$ cat src/rtl/cnn_seq_pkg.sv
// Shared types and geometry widths for the CNN layer sequencer.
// Field widths are derived from the MAX_* limits so every descriptor field
// and derived dimension is sized consistently across the design.
package cnn_seq_pkg;

  localparam int MAX_LAYERS = 8;
  localparam int MAX_X1     = 5;
  localparam int MAX_X2     = 5;
  localparam int MAX_X3     = 32;
  localparam int MAX_X4     = 32;
  localparam int MAX_Y1     = 32;
  localparam int MAX_Y2     = 32;
  localparam int MAX_M      = 1024;
  localparam int MAX_K      = 800;
  localparam int MAX_N      = 32;

  localparam int LAYER_W = $clog2(MAX_LAYERS);
  localparam int NUM_W   = LAYER_W + 1;
  localparam int X1_W    = $clog2(MAX_X1 + 1);
  localparam int X2_W    = $clog2(MAX_X2 + 1);
  localparam int X3_W    = $clog2(MAX_X3 + 1);
  localparam int X4_W    = $clog2(MAX_X4 + 1);
  localparam int Y1_W    = $clog2(MAX_Y1 + 1);
  localparam int Y2_W    = $clog2(MAX_Y2 + 1);
  localparam int M_W     = $clog2(MAX_M) + 1;
  localparam int N_W     = $clog2(MAX_N) + 1;
  localparam int K_W     = $clog2(MAX_K) + 1;

  typedef struct packed {
    logic [X1_W-1:0] x1;
    logic [X2_W-1:0] x2;
    logic [X3_W-1:0] x3;
    logic [X4_W-1:0] x4;
    logic [Y1_W-1:0] y1;
    logic [Y2_W-1:0] y2;
    logic [1:0]      stride_base;
    logic [1:0]      pad_next;
  } layer_desc_t;

  localparam int DESC_W = $bits(layer_desc_t);

  // Only the input geometry of the following layer is needed downstream.
  typedef struct packed {
    logic [Y1_W-1:0] y1;
    logic [Y2_W-1:0] y2;
    logic [X3_W-1:0] y3;
  } next_geom_t;

  typedef enum logic [2:0] {
    IDLE, FETCH, CALC1, CALC2, ISSUE, RUN, FINISH
  } seq_state_t;

  // Output extent along one axis for a valid (X <= Y) window and stride 2^S.
  function automatic logic [M_W-1:0] calc_out_dim(input logic [Y1_W-1:0] y,
                                                  input logic [Y1_W-1:0] x,
                                                  input logic [1:0]      s);
    logic [Y1_W-1:0] span;
    span = (y - x) >> s;
    return M_W'(span) + M_W'(1);
  endfunction

endpackage

$ cat src/rtl/cnn_desc_ram.sv
// Descriptor table: one write port, two registered read ports.
// Port 0 returns the full current-layer descriptor, port 1 only the
// input geometry of the following layer. Contents are not reset.
module cnn_desc_ram
  import cnn_seq_pkg::*;
(
  input  logic               clk,
  input  logic               we,
  input  logic [LAYER_W-1:0] waddr,
  input  layer_desc_t        wdata,
  input  logic [LAYER_W-1:0] raddr0,
  input  logic [LAYER_W-1:0] raddr1,
  output layer_desc_t        rdata0,
  output next_geom_t         rdata1
);

  layer_desc_t mem [MAX_LAYERS];

  // Synchronous write and registered dual read.
  always_ff @(posedge clk) begin
    if (we) mem[waddr] <= wdata;
    rdata0    <= mem[raddr0];
    rdata1.y1 <= mem[raddr1].y1;
    rdata1.y2 <= mem[raddr1].y2;
    rdata1.y3 <= mem[raddr1].x3;
  end

endmodule

$ cat src/rtl/cnn_layer_sequencer.sv
// Network-level sequencer: walks a runtime-loaded descriptor table, derives
// GEMM dimensions per layer in registered stages and hands each layer to the
// compute engine with a layer_start / layer_done handshake.
// Optional macro LAYER_PERF_CNT_EN adds per-layer and per-run cycle counters.
module cnn_layer_sequencer
  import cnn_seq_pkg::*;
(
  input  logic               clk,
  input  logic               rst,
  input  logic               cfg_we,
  input  logic [LAYER_W-1:0] cfg_addr,
  input  logic [DESC_W-1:0]  cfg_wdata,
  input  logic [NUM_W-1:0]   cfg_num_layers,
  input  logic               start,
  input  logic               abort,
  output logic               busy,
  output logic [LAYER_W-1:0] layer,
  output logic [X1_W-1:0]    X1,
  output logic [X2_W-1:0]    X2,
  output logic [X3_W-1:0]    X3,
  output logic [X4_W-1:0]    X4,
  output logic [Y1_W-1:0]    Y1,
  output logic [Y2_W-1:0]    Y2,
  output logic [X3_W-1:0]    Y3,
  output logic [Y1_W-1:0]    next_Y1,
  output logic [Y2_W-1:0]    next_Y2,
  output logic [X3_W-1:0]    next_Y3,
  output logic [2:0]         STRIDE,
  output logic [M_W-1:0]     M,
  output logic [M_W-1:0]     Mij,
  output logic [M_W-1:0]     padding_M,
  output logic [N_W-1:0]     N,
  output logic [K_W-1:0]     K,
  output logic               layer_start,
  input  logic               layer_done,
  output logic               net_done,
  output logic               cfg_err
`ifdef LAYER_PERF_CNT_EN
  ,
  output logic [31:0]        perf_cycles,
  output logic [31:0]        perf_last,
  output logic [31:0]        perf_total
`endif
);

  seq_state_t         state, state_nxt;
  logic [NUM_W-1:0]   num_layers;
  layer_desc_t        cur_desc;
  next_geom_t         nxt_geom;
  logic [M_W-1:0]     mij_p1, mj_p1;
  logic               num_ok, start_ok, last_layer, done_ok, desc_bad, ram_we;

  assign num_ok     = (cfg_num_layers != '0) && (cfg_num_layers <= NUM_W'(MAX_LAYERS));
  assign start_ok   = (state == IDLE) && start && !abort;
  assign last_layer = ({1'b0, layer} == (num_layers - NUM_W'(1)));
  // A done that lands in the layer_start cycle belongs to no issued layer.
  assign done_ok    = (state == RUN) && layer_done && !layer_start;
  assign ram_we     = cfg_we && (state == IDLE) && ({1'b0, cfg_addr} < NUM_W'(MAX_LAYERS));

  assign desc_bad = (cur_desc.x1 == '0) || (cur_desc.x2 == '0) ||
                    (cur_desc.x3 == '0) || (cur_desc.x4 == '0) ||
                    (cur_desc.y1 == '0) || (cur_desc.y2 == '0) ||
                    (Y1_W'(cur_desc.x1) > cur_desc.y1) ||
                    (Y2_W'(cur_desc.x2) > cur_desc.y2) ||
                    (cur_desc.stride_base == 2'd3);

  cnn_desc_ram u_desc_ram (
    .clk    (clk),
    .we     (ram_we),
    .waddr  (cfg_addr),
    .wdata  (layer_desc_t'(cfg_wdata)),
    .raddr0 (layer),
    .raddr1 (layer + LAYER_W'(1)),
    .rdata0 (cur_desc),
    .rdata1 (nxt_geom)
  );

  // State register.
  always_ff @(posedge clk or negedge rst) begin
    if (!rst) state <= IDLE;
    else      state <= state_nxt;
  end

  // Next-state decode and state-derived status outputs; abort wins over all.
  always_comb begin
    state_nxt = state;
    busy      = (state != IDLE);
    net_done  = (state == FINISH);
    if (abort) begin
      state_nxt = IDLE;
    end else begin
      case (state)
        IDLE:    if (start && num_ok) state_nxt = FETCH;
        FETCH:   state_nxt = CALC1;
        CALC1:   state_nxt = desc_bad ? FINISH : CALC2;
        CALC2:   state_nxt = ISSUE;
        ISSUE:   state_nxt = RUN;
        RUN:     if (done_ok) state_nxt = last_layer ? FINISH : FETCH;
        FINISH:  state_nxt = IDLE;
        default: state_nxt = IDLE;
      endcase
    end
  end

  // Run control: layer index, sampled layer count, error flag, start pulse.
  always_ff @(posedge clk or negedge rst) begin
    if (!rst) begin
      layer       <= '0;
      num_layers  <= '0;
      cfg_err     <= 1'b0;
      layer_start <= 1'b0;
    end else begin
      layer_start <= (state == ISSUE) && !abort;
      if (abort) begin
        layer <= '0;
      end else begin
        case (state)
          IDLE: begin
            if (start) begin
              if (num_ok) begin
                num_layers <= cfg_num_layers;
                layer      <= '0;
                cfg_err    <= 1'b0;
              end else begin
                cfg_err    <= 1'b1;
              end
            end
          end
          CALC1:   if (desc_bad) cfg_err <= 1'b1;
          RUN:     if (done_ok && !last_layer) layer <= layer + LAYER_W'(1);
          FINISH:  layer <= '0;
          default: ;
        endcase
      end
    end
  end

  // Stage 1: per-axis output extents from the fetched descriptor.
  always_ff @(posedge clk) begin
    if (state == CALC1) begin
      mij_p1 <= calc_out_dim(cur_desc.y1, Y1_W'(cur_desc.x1), cur_desc.stride_base);
      mj_p1  <= calc_out_dim(cur_desc.y2, Y2_W'(cur_desc.x2), cur_desc.stride_base);
    end
  end

  // Stage 2: publish geometry; held untouched until the next layer's CALC2.
  always_ff @(posedge clk or negedge rst) begin
    if (!rst) begin
      X1 <= '0; X2 <= '0; X3 <= '0; X4 <= '0;
      Y1 <= '0; Y2 <= '0; Y3 <= '0;
      next_Y1 <= '0; next_Y2 <= '0; next_Y3 <= '0;
      STRIDE <= '0; M <= '0; Mij <= '0; padding_M <= '0; N <= '0; K <= '0;
    end else if ((state == CALC2) && !abort) begin
      X1        <= cur_desc.x1;
      X2        <= cur_desc.x2;
      X3        <= cur_desc.x3;
      X4        <= cur_desc.x4;
      Y1        <= cur_desc.y1;
      Y2        <= cur_desc.y2;
      Y3        <= cur_desc.x3;
      next_Y1   <= last_layer ? '0 : nxt_geom.y1;
      next_Y2   <= last_layer ? '0 : nxt_geom.y2;
      next_Y3   <= last_layer ? '0 : nxt_geom.y3;
      STRIDE    <= 3'b001 << cur_desc.stride_base;
      Mij       <= mij_p1;
      M         <= mij_p1 * mj_p1;
      padding_M <= (mij_p1 + M_W'(cur_desc.pad_next)) * (mj_p1 + M_W'(cur_desc.pad_next));
      N         <= N_W'(cur_desc.x4);
      K         <= K_W'(cur_desc.x1) * K_W'(cur_desc.x2) * K_W'(cur_desc.x3);
    end
  end

`ifdef LAYER_PERF_CNT_EN
  function automatic logic [31:0] sat_inc(input logic [31:0] v);
    return (v == 32'hFFFF_FFFF) ? v : v + 32'd1;
  endfunction

  // RUN-cycle counters; the done cycle itself is counted in perf_last.
  always_ff @(posedge clk or negedge rst) begin
    if (!rst) begin
      perf_cycles <= '0;
      perf_last   <= '0;
      perf_total  <= '0;
    end else begin
      if (start_ok && num_ok)  perf_total <= '0;
      else if (state == RUN)   perf_total <= sat_inc(perf_total);
      if (state == ISSUE)      perf_cycles <= '0;
      else if (state == RUN)   perf_cycles <= sat_inc(perf_cycles);
      if (done_ok && !abort)   perf_last <= sat_inc(perf_cycles);
    end
  end
`else
  logic unused_start_ok;
  assign unused_start_ok = start_ok;
`endif

endmodule

$ cat config.mk
export PLATFORM = sky130hd
export DESIGN_NAME = cnn_layer_sequencer
export DESIGN_NICKNAME = d
export VERILOG_FILES = /design/src/rtl/cnn_seq_pkg.sv /design/src/rtl/cnn_desc_ram.sv /design/src/rtl/cnn_layer_sequencer.sv
export SDC_FILE = /design/constraint.sdc
export NUM_CORES = 1
export LEC_CHECK = 0
export CORE_ASPECT_RATIO = 1.1
export CORE_UTILIZATION = 55
export CTS_CLUSTER_DIAMETER = 150
export DETAILED_ROUTE_END_ITERATION = 8
export PLACE_DENSITY = 0.75
export SETUP_SLACK_MARGIN = 0.15
export SLEW_MARGIN = 40
export SYNTH_ARGS = -nofsm -noshare
export SYNTH_HDL_FRONTEND = slang
export SYNTH_SLANG_ARGS = --single-unit
$ cat constraint.sdc
create_clock -name clk -period 6.5 [get_ports clk]
set_input_delay 1.3 -clock clk [delete_from_list [all_inputs] [get_ports clk]]
set_output_delay 1.3 -clock clk [all_outputs]
set_load 0.03 [all_outputs]
# Word-level counts from Yosys, hierarchy flattened
# Memories as Yosys holds them, arrays and structs flattened. A register that Yosys moved wholly into a read port is not among the register bits.
# Cells that the tools add are included.
# totals
inputBits,47
register_bits,129
memories,1
elab_cells,110
out_inout_bits,114
ram_bits,272
# memory_table
name,depth,word_bits,read_ports,rd_clocked_by_memory_dff,wr,line,source
u_desc_ram.mem,8,34,2,2,1,cnn_desc_ram.sv:17,layer_desc_t mem [MAX_LAYERS];
# op_classes
n_mux,20
eq_ne,15
n_reduce_logical,34
add_sub_neg,8
n_shift,3
n_bitwise,1
magnitude_cmp,3
n_mul,4
# ops
operator,n
$mux 3,9
$logic_not 6->1,4
$add 11x2->11,2
$mul 11x11->11,2
$mux 6,3
$pmux 3 s6,1
$add 6x1->7 const B,2
$gt 3x6->1,2
$reduce_and 4->1,3
$shr 6x2->6,2
$sub 6x3->6,2
$mul 6x6->11,1
$eq 3x3->1 const B,3
$logic_not 3->1,3
$ne 3x3->1 const B,3
$pmux 3 s3,1
$logic_and 1x1->1,8
$logic_or 1x1->1,8
$reduce_bool 4->1,2
$eq 3x2->1 const B,2
$mul 3x3->6,1
$ne 3x2->1 const B,2
$mux 1,5
$eq 3x4->1,1
13 further kinds,16

# Depth between registers and ports, before layout
# depth
depth_word,12
ltp_mapped,22
mapped_depth_nobuf,22

# By module
# A second synthesis with hierarchy kept.
# hier_totals
cells_unflattened,1670
hier_area_um2,22542.9
# by_module_without_submodules
module,area_per_inst_um2,n_inst,cells_each
cnn_desc_ram,12514.5,1,523
cnn_layer_sequencer,10028.4,1,1147

# Worst setup path before layout
# No wires, ideal clock.
# synth_path
path_type,register -> register
start,reg mij_p1[0]
end,reg padding_M[10]
required_ps,6371
t_arrival_ps,5081
path_buffers,0
synth_period_minus_slack_ps,5210
setup_time_ps,129
stages_incl_launch_ff,21
slack_ps,1290
cell_sequence,edfxtp_1 > ha_1 > inv_1 > fa_1 > nand3b_1 > xnor2_1 > nand2_1 > fa_1 > inv_1 > fa_1 > ha_1 > fa_1 > inv_1 > fa_1 > inv_1 > ha_1 > o21ai_0 > a21oi_1 > o41ai_1 > xor2_1 > o21ai_1
# synth_between
elab_chain_cells,2
# synth_lines
item,line,source
start: declaration,cnn_layer_sequencer.sv:50,"logic [M_W-1:0] mij_p1, mj_p1;"
start signal: assignment,cnn_layer_sequencer.sv:141,"mij_p1 <= calc_out_dim(cur_desc.y1, Y1_W'(cur_desc.x1), cur_desc.stride_base);"
$add 11x2->11,cnn_layer_sequencer.sv:167,padding_M <= (mij_p1 + M_W'(cur_desc.pad_next)) * (mj_p1 + M_W'(cur_desc.pad_next));
$mul 11x11->11,cnn_layer_sequencer.sv:167,
end signal: assignment,cnn_layer_sequencer.sv:167,
end: declaration,cnn_layer_sequencer.sv:31,"output logic [M_W-1:0] padding_M,"
# Every way passes these cells.
# A chain may end at the register's enable or synchronous reset.

# Final worst setup path
# layout_path
start,reg mj_p1[0]
end,reg padding_M[10]
# layout_between
elab_chain_cells,2
# layout_lines
item,line,source
start: declaration,cnn_layer_sequencer.sv:50,
start signal: assignment,cnn_layer_sequencer.sv:142,"mj_p1 <= calc_out_dim(cur_desc.y2, Y2_W'(cur_desc.x2), cur_desc.stride_base);"
$add 11x2->11,cnn_layer_sequencer.sv:167,
$mul 11x11->11,cnn_layer_sequencer.sv:167,
# Every way passes these cells.

==> run metrics <==
first-pass GRT wire length 75940 microns; fmax 0.1713 GHz; Synth Flop Type edfxtp_1; Max VDD drop 0.0002180 V; placed cell areas 24540 sq um; Core ar. 40270 sq um; Setup crit end kind register; most frequent cells in the layout edfxtp_1 (286), clkdlybuf4s50_1 (155), inv_1 (150), nand2_1 (145), mux4_2 (104); Routability Congestion 0.8962; # clock sinks 441; Max Cap Violations 0; CP max FO 8; max incr delay on CP 0.56 ns; Worst Tran Pin Value 0.7825 ns; Fillers 2857; critical path's slowest cell xnor2_1; Critical Path, Cell by Cell ha_1 > inv_1 > fa_1 > nand3b_1 > xnor2_1 > nand2_1 > fa_1 > inv_1 > fa_1 > ha_1 > fa_1 > inv_1 > fa_1 > inv_1 > ha_1 > o21ai_0 > a21oi_1 > o41ai_1 > xor2_1 > o21ai_1; number of enable flip-flop cells after synthesis 286; largest net degree at the start of global routing 144; H-tree levels 2; syn_area_per_cell 13.95 sq um; Final Cycle Share 89.80%; Die Y 214.1 microns; initial antenna violation count 3; Leakage 10.16 nW; Inst Count DP 2220; Die ar. 41700 sq um; pwr/cell area 276.5 nW/um^2; Post-DRT Antenna Nets 0; cell at the root of the clock tree clkbuf_16; max-slew violations 0; vias after detailed routing 13150; WP data arrival 6.26 ns; GRT Overall Usage 23.41%; Routed WL 47460 microns; vias per std cell 5.704; Remaining DRCs 0; Synth cell types 68; Rows 77; fin crit period 5.837 ns; setup_tns 0 ns; Total Power 7.211 mW; CTS buffer count 45; number of standard cells in the layout, taps in and fillers out 2305; Clock Latency Late Sink 0.57 ns; final hold vios 0; post-layout worst setup margin 0.6629 ns; worst path bufs/invs 4; Max-slew headroom 47.84%; Post-CTS Setup Inserts 0; status finished clean; Seq/Total Area, Yosys 54.28%; # nets final 1968; CTS tree built; Post-synth ARST share 23.36%; die span in x 194.8 microns; Hold WS 0.4450 ns; Worst setup SP type register; 1st-iter DRT viols 775; WP data required 6.92 ns; drt pass-1 iters 6; HPWL after detailed placement 31310 microns; Seq. cell area 12220 sq um; Setup CP Type register to register; vias in the first global route 13950; Synth Instances 1612; layout cells sized above 1 17.70%; fin area 26080 sq um; Hold WC Path Type register to register; multi-input logic area 9368 sq um; routed len/inst 20.59 microns; RSZ-0062 raised after global routing false; Cell Area, Synth 22490 sq um; Gates resized, CTS repair 0; Post-Route Utilization 64.76%; IO Port Bufs 156; final setup vio count 0; critical path's top delay family adder cells; CTS Hold Buffers Added 0; GRT overflow 0; most frequent CP cell fa_1; Synth Warn # 0; Setup Skew 0.02150 ns; Area growth, synth to finish 15.96%; #FFs+latches synth 441; clock slew at the register clock pins of the worst setup and hold paths 0.06 ns; Max Root-Sink Buffers 3; Ports 161; commonest non-fill, non-tap cell in the layout edfxtp_1; worst slack, placed 0.6508 ns; Initial Util 55.85%
[flip-flops by register name (all words and copies together), names as in the netlist]
| name | flops |
|---|---|
| u_desc_ram.rdata0 | 34 |
| N | 6 |
| next_Y1 | 6 |
| padding_M | 11 |
| Y1 | 6 |
| next_Y3 | 6 |
| layer_start | 1 |
| Y3 | 6 |
| state | 3 |
| next_Y2 | 6 |
| num_layers | 4 |
| mij_p1 | 7 |
| Y2 | 6 |
| X1 | 3 |
| X2 | 3 |
| layer | 3 |
| STRIDE | 3 |
| M | 11 |
| mj_p1 | 7 |
| cfg_err | 1 |
| u_desc_ram.rdata1 | 18 |
| K | 11 |
| Mij | 7 |
| u_desc_ram.mem | 272 |
[power breakdown]
group	switching (mW)	total [mW]	internal, mW
Combinational	0.744	1.29	0.548
Clock	1.12	2.63	1.52
Sequential	0.115	3.29	3.17
Total	1.98	7.21	5.23
[worst paths after layout]
kind	start	to	slack [ns]	cells after the start
setup / recovery	mj_p1[0]	padding_M[10]	0.66	20
hold / removal	u_desc_ram.rdata1[10]	next_Y2[4]	0.44	2
setup reg to reg	mj_p1[0]	padding_M[10]	0.66	20
hold reg to reg	u_desc_ram.rdata1[10]	next_Y2[4]	0.44	2
max in group asynchronous	rst	N[1]	4.76	2
min in group asynchronous	rst	K[10]	0.77	1
[worst min-delay path: stages (launching register included)]
cell and delay, ns:
dfxtp_1 0.30, nand2_1 0.04, o21ai_0 0.06
[cell type report]
type,instances,area share (%)
sequential,441,46.85
clock buffer,56,4.673
inverter,151,2.173
multi-input combinational,941,35.92
antenna,1,0.009596
clock inverter,28,1.204
tap,513,2.461
timing repair buffer,174,6.712
[layer usage]
layer	vias to the layer above	routed length (microns)	global-route usage [%]
met5	-	25	0
met4	4	866	6.194
met3	65	2949	3.932
met2	387	24040	40.70
met1	6643	19570	30.56
li1	6049	-	-
[Yosys cell counts (10+ instances only)]
| library cell | n | area, sq um |
|---|---|---|
| nor2b_1 | 24 | 150.1 |
| nor3_1 | 17 | 85.08 |
| o21ai_0 | 74 | 370.4 |
| nand2b_1 | 15 | 93.84 |
| fa_1 | 70 | 1401 |
| xnor2_1 | 36 | 315.3 |
| and2_1 | 58 | 362.9 |
| mux2_2 | 97 | 1092 |
| ha_1 | 97 | 1214 |
| nor2_1 | 36 | 135.1 |
| xor2_1 | 25 | 219.0 |
| buf_4 | 17 | 127.6 |
| a21o_1 | 10 | 75.07 |
| inv_1 | 150 | 563.0 |
| edfxtp_1 | 286 | 8588 |
| dfrtp_1 | 103 | 2577 |
| clkbuf_1 | 45 | 168.9 |
| dfxtp_1 | 52 | 1041 |
| mux4_2 | 104 | 2342 |
| a21oi_1 | 34 | 170.2 |
| nand2_1 | 145 | 544.3 |
[cells by family after synthesis]
logic type | count (synthesis) | synth area share [%]
adder cells (fa/ha/maj) | 167 | 11.63
multiplexers | 204 | 15.40
flip-flops | 441 | 54.28
XOR/XNOR | 62 | 2.476
AO/OA/AOI/OAI | 163 | 4.339
other | 1 | 0.01667
AND/OR/NAND/NOR | 341 | 7.572
buffers and inverters | 233 | 4.289
No activity file was read; power rests on OpenSTA's default activity.
